[config.mk]
export PLATFORM = sky130hd
export DESIGN_NAME = pc_pipeline
export DESIGN_NICKNAME = d
export VERILOG_FILES = /design/src/rtl/pc_pipeline.sv
export SDC_FILE = /design/constraint.sdc
export NUM_CORES = 1
export LEC_CHECK = 0
export BUFFER_PORTS_ARGS = -buffer_cell sky130_fd_sc_hd__buf_2
export CORE_ASPECT_RATIO = 0.7
export CORE_MARGIN = 5
export CORE_UTILIZATION = 48
export DETAILED_ROUTE_END_ITERATION = 8
export PLACE_DENSITY = 0.81
export SLEW_MARGIN = 10
export SYNTH_ARGS = -nofsm -noshare
export SYNTH_HDL_FRONTEND = slang
export SYNTH_SLANG_ARGS = --single-unit
[constraint.sdc]
create_clock -name clk -period 2.6 [get_ports clk]
set_input_delay 0 -clock clk [delete_from_list [all_inputs] [get_ports clk]]
set_output_delay 0 -clock clk [all_outputs]
set_load 0.05 [all_outputs]
[src/rtl/pc_pipeline.sv]
// -----------------------------------------------------------------------------
// pc_pipeline
//
// Fetch-PC generator plus a PC/valid delay line for the 151 core. The block
// issues one fetch address per unstalled cycle and carries every fetched PC
// through DEPTH stages (stage 0 = decode), each tagged with a valid bit.
// A redirect (branch/jump) or a bubble (hazard) clears the valid bits of the
// youngest instructions, namely the fetch in flight and stages
// 0..FLUSH_DEPTH-2. Those instructions land in stages 0..FLUSH_DEPTH-1
// already invalid. Older stages keep flowing.
//
// Optional feature: define PC_PIPELINE_PERF_EN to build the cycle and
// retired-instruction counters. Without it the counter outputs read 0 and
// no counter flops exist.
//
// Ports
//   clk            clock
//   reset_n        synchronous reset, active-low
//   stall          global memory stall; every register in the block holds
//   redirect       next fetch comes from redirect_pc; kills young stages
//   redirect_pc    branch/jump target, XLEN bits
//   bubble         kill young stages without changing the fetch stream
//   icache_addr    address presented to the icache this cycle (combinational)
//   icache_re      fetch request (equal to reset_n)
//   pc_fetch       PC of the instruction on icache_dout this cycle
//   pc_stage       packed stage PCs; [k*XLEN +: XLEN] is stage k
//   valid_stage    bit k set when stage k holds a real instruction
//   cycle_count    posedges out of reset, stalls included (perf build only)
//   instret_count  instructions leaving the last stage (perf build only)
// -----------------------------------------------------------------------------
module pc_pipeline #(
  parameter int              XLEN         = 32,
  parameter int              DEPTH        = 3,
  parameter int              FLUSH_DEPTH  = 2,
  parameter int              INSTR_BYTES  = 4,
  parameter logic [XLEN-1:0] RESET_VECTOR = XLEN'(32'h0000_2000)
) (
  input  logic                  clk,
  input  logic                  reset_n,
  input  logic                  stall,
  input  logic                  redirect,
  input  logic [XLEN-1:0]       redirect_pc,
  input  logic                  bubble,
  output logic [XLEN-1:0]       icache_addr,
  output logic                  icache_re,
  output logic [XLEN-1:0]       pc_fetch,
  output logic [DEPTH*XLEN-1:0] pc_stage,
  output logic [DEPTH-1:0]      valid_stage,
  output logic [31:0]           cycle_count,
  output logic [31:0]           instret_count
);

  localparam logic [XLEN-1:0] STEP = XLEN'(INSTR_BYTES);

  // Stages that a redirect or bubble kills, as a constant bit mask.
  function automatic logic [DEPTH-1:0] make_flush_mask();
    logic [DEPTH-1:0] m;
    m = '0;
    for (int k = 0; k < DEPTH; k++) begin
      if (k < FLUSH_DEPTH) m[k] = 1'b1;
    end
    return m;
  endfunction

  localparam logic [DEPTH-1:0] FLUSH_MASK = make_flush_mask();

  // pc_q holds the last issued fetch address. On the cycle after issue it
  // is the PC of the instruction that the icache returns.
  logic [XLEN-1:0]             pc_q;
  logic                        fetch_v_q;
  logic [DEPTH-1:0][XLEN-1:0]  pc_s;
  logic [DEPTH-1:0]            v_s;

  logic                        kill;
  logic [XLEN-1:0]             seq_pc;

  assign kill   = redirect | bubble;
  assign seq_pc = pc_q + STEP;     // wraps silently at 2^XLEN

  // Next fetch address. Reset forces the reset vector so that the icache
  // sees a sane address even though icache_re is low. A stall re-presents
  // the current address.
  always_comb begin
    // NOTE: every always_comb output gets a default first, so no path can
    // leave it unassigned and infer a latch.
    icache_addr = seq_pc;
    if (!reset_n) begin
      icache_addr = RESET_VECTOR;
    end else if (stall) begin
      icache_addr = pc_q;
    end else if (redirect) begin
      icache_addr = redirect_pc;
    end
  end

  assign icache_re   = reset_n;
  assign pc_fetch    = pc_q;
  assign pc_stage    = pc_s;
  assign valid_stage = v_s;

  // Fetch register and stage delay line. Redirect and bubble take effect
  // only on unstalled edges. The requester holds them through a stall.
  always_ff @(posedge clk) begin
    // NOTE: sequential state uses non-blocking assignments only, so every
    // stage samples the value its neighbour held before this edge.
    if (!reset_n) begin
      // pc_q starts one step before the vector, so the first sequential
      // fetch out of reset is RESET_VECTOR itself.
      pc_q      <= RESET_VECTOR - STEP;
      fetch_v_q <= 1'b0;
      // NOTE: the stage PCs are reset along with the valid bits because
      // downstream logic reads pc_stage as 0 straight out of reset. Outside
      // that window, the PC of an invalid stage carries no meaning.
      pc_s      <= '0;
      v_s       <= '0;
    end else if (!stall) begin
      pc_q      <= icache_addr;
      fetch_v_q <= 1'b1;
      pc_s[0]   <= pc_q;
      v_s[0]    <= fetch_v_q & ~(kill & FLUSH_MASK[0]);
      for (int k = 1; k < DEPTH; k++) begin
        pc_s[k] <= pc_s[k-1];
        v_s[k]  <= v_s[k-1] & ~(kill & FLUSH_MASK[k]);
      end
    end
  end

`ifdef PC_PIPELINE_PERF_EN
  logic [31:0] cycle_q;
  logic [31:0] instret_q;

  // cycle_q counts every edge out of reset, including stalled edges.
  // instret_q counts a retirement only when the last stage really advances.
  always_ff @(posedge clk) begin
    if (!reset_n) begin
      cycle_q   <= '0;
      instret_q <= '0;
    end else begin
      cycle_q <= cycle_q + 32'd1;
      if (!stall && v_s[DEPTH-1]) begin
        instret_q <= instret_q + 32'd1;
      end
    end
  end

  assign cycle_count   = cycle_q;
  assign instret_count = instret_q;
`else
  assign cycle_count   = '0;
  assign instret_count = '0;
`endif

endmodule

==> qor.csv <==
metric;value;unit
status;finished clean;
grt_first_pass_wirelength;28800;um
rsz0062_at_grt;false;
leakagePower;4.00;nW
final_nets;952;
fin_cells;1089;
netlist_instances;689;
ys_types;51;
async_reset_ff_share;0;%
row_count;34;
cts_tree;yes;
fmax;403;MHz
cts_buffers;17;
fin_area;8160;um^2
reg2reg_to;pc_fetch[12]$_SDFFE_PN1N_;
portBuffers;200;
drive_gt1_share;31.1;%
multi_input_area;3130;um^2
core_area;12500;um^2
synthTopCellsByCount;133 x nor2_1, 132 x dfxtp_1, 101 x mux2i_1, 69 x buf_4, 31 x nand2_1;
min_path_type;in -> reg;
max_slew_margin;50.0;%
chipHeight;105;um
drt-vias-per-instance;5.20;
yosys_warnings;0;
yosysSeqAreaShare;42.9;%
required;2.60;ns
clkSlewWorstSetupHoldPaths;0.06;ns
worst_slew_pin_slew;0.750;ns
clock_skew;0.00901;ns
synth.ff_latch_count;132;
placed_cells;1021;
grt_usage;22.8;%
drcViolationCount;0;
final-seq-area;2650;um^2
grt_max_degree;94;
setup_tns;0;ns
cts.path.max_buffers;2;
die_w;145;um
placed_cell_area;7140;um^2
dieArea;15200;um^2
setup_viol;0;
area.growth.synth_to_final;32.4;%
final.setup.worst_slack;0.117;ns
drt_iter0_markers;483;
period_share;95.5;%
crit_fanout;7;
end_kind;output pin;
post-route-util;65.2;%
num_vias;5666;
path_class;reg -> out;
place_worst_setup_slack;0.232;ns
worstRegToRegCells;9;
clock-root-buffer;clkbuf_16;
initial_utilization;49.3;%
finalCriticalPeriod;2.48;ns
cp-start-kind;register;
synth.cell_area;6160;um^2
yosysMostFrequentCell;nor2_1;
crit_chain;ha_4, nand4_1, buf_4, buf_4, nor2_2, nand2_2, a31o_2, a211o_1, buf_2;
cp-endpoint;icache_addr[30];
hold_viol_final;0;
dr.pass1.iters;5;
grt_pass1_vias;5236;
antenna_found_initial;0;
clk_latency;0.41;ns
gp_congestion;0.851;
wl_per_cell;16.7;um
crit_family;compound AO/OA/AOI/OAI gates;
yosys-top-cells-area;dfxtp_1 43%, mux2i_1 16%, buf_4 8.4%;
fillCellCount;1033;
maxCapViolCount;0;
slowest_delay;0.39;ns
cp.depth;9;
r2r_slack;0.16;ns
critical_path.startpoint;pc_fetch[3]$_SDFFE_PN1N_;
crit_path_top_delay_cell;dfxtp_4;
ant_nets;0;
synth_edf_count;0;
grt-ovfl-total;0;
synth_top_area_share;42.9;%
syn_avg_cell_area;8.94;um^2
finalMaxSlewViolations;0;
yosys.area.top_type;dfxtp_1;
ir_drop;0.000516;V
power.density;722;nW/um^2
h-tree-depth;4;
cpMostUsedCell;buf_4;
cts_sinks;132;
synth-main-ff-cell;dfxtp_1;
arrival;2.48;ns
cp_num_buf_inv;3;
pin_count;265;
dpl.hpwl;12900;um
rr_startpoint;pc_fetch[3]$_SDFFE_PN1N_;
wl;18200;um
antenna_cells;0;
==> placed cells by master (no fill, tap or decap), types with 4 or more instances in the layout <==
| master | netlist | final |
|---|---|---|
| a31oi_1 | 11 | 7 |
| nand4_1 | 12 | 12 |
| o21ai_0 | 10 | 9 |
| o22ai_1 | 15 | 11 |
| nand2_1 | 31 | 30 |
| inv_6 | 0 | 5 |
| mux2i_1 | 101 | 101 |
| buf_4 | 69 | 22 |
| o211ai_1 | 4 | 4 |
| xor2_1 | 4 | 4 |
| nor2_1 | 133 | 132 |
| dfxtp_2 | 0 | 5 |
| dfxtp_1 | 132 | 126 |
| inv_1 | 7 | 6 |
| clkbuf_16 | 0 | 17 |
| nor3_1 | 6 | 5 |
| nand3_1 | 19 | 19 |
| dlygate4sd3_1 | 0 | 34 |
| conb_1 | 1 | 64 |
| a21oi_1 | 23 | 20 |
| o22ai_2 | 0 | 4 |
| buf_2 | 13 | 196 |
| a22oi_1 | 16 | 16 |
==> worst min-delay path: cells and delay by family <==
kind,cells,cell delay [ns]
muxes,1,0.13
buffers and inverters,1,0.08
AOI/OAI and AO/OA,1,0.09
and+or+nand+nor,1,0.07
==> where the power goes <==
group	internal [mW]	switching, mW	leakage [nW]	total [mW]
clock network	1.44	0.962	0.282	2.41
logic	0.322	0.958	2.64	1.28
registers	2.11	0.100	1.07	2.21
total	3.87	2.02	4.00	5.89
==> worst min-delay path by stage <==
stage / start / end / slack (ns) / cells after the start
6_report: redirect_pc[6] / pc_fetch[6]$_SDFFE_PN1N_ / 0.004 / 4
5_1_grt: redirect_pc[6] / pc_fetch[6]$_SDFFE_PN1N_ / 0.05 / 4
4_1_cts: redirect_pc[6] / pc_fetch[6]$_SDFFE_PN1N_ / 0.005 / 4
3_5_place_dp: redirect_pc[1] / pc_fetch[1]$_SDFFE_PN0N_ / 0.30 / 3
3_3_place_gp: redirect_pc[0] / pc_fetch[0]$_SDFFE_PN0N_ / 0.26 / 3
2_1_floorplan: redirect_pc[0] / pc_fetch[0]$_SDFFE_PN0N_ / 0.17 / 2
==> state kept, by name (all words and copies together), names as in the netlist <==
signal       flops
pc_stage        96
pc_fetch        32
valid_stage      3
fetch_v_q        1
==> per-stage QoR <==
stage	hold WS, ns	total power [mW]
after global routing	0.0489	6.10
final	0.00379	5.89
after CTS	0.00528	5.91
after global placement	0.264	3.44
after floorplan	0.167	3.26
after detailed placement	0.296	3.45
==> what timing repair did <==
action	4_1_cts	5_1_grt
endpoints found under the hold margin	31	0
endpoints found under the setup margin	4	8
resized for setup	9	11
pin swaps	1	1
hold buffers	34	0
setup buffers	2	0
==> metal layers <==
| metal | global-route usage [%] | vias up | part of all wire [%] |
|---|---|---|---|
| met1 | 32.6 | 2690 | 47 |
| met5 | 0 | - | 0 |
| met2 | 33.8 | 212 | 45 |
| li1 | - | 2742 | - |
| met3 | 5.63 | 22 | 6.7 |
| met4 | 7.19 | 0 | 1.3 |
==> cells by family after synthesis <==
| kind of cell | Yosys count | share of synthesized area, % |
|---|---|---|
| AO/OA/AOI/OAI | 98 | 10.4 |
| AND/OR/NAND/NOR | 228 | 17.0 |
| buffers and inverters | 121 | 11.9 |
| XOR/XNOR | 4 | 0.568 |
| flip-flops | 132 | 42.9 |
| adder cells (fa/ha/maj) | 1 | 0.203 |
| other | 1 | 0.0609 |
| multiplexers | 104 | 17.0 |
==> area by class of cell <==
class                   instances  area share, %
multi-input cells             499           38.4
flip-flops and latches        132           32.5
clock inverters                14           2.04
repair buffers                257           19.0
inverters                       7          0.353
well taps                     162           2.49
clock buffers                  18           5.26
Note: power is estimated with default switching activity, not from simulation.
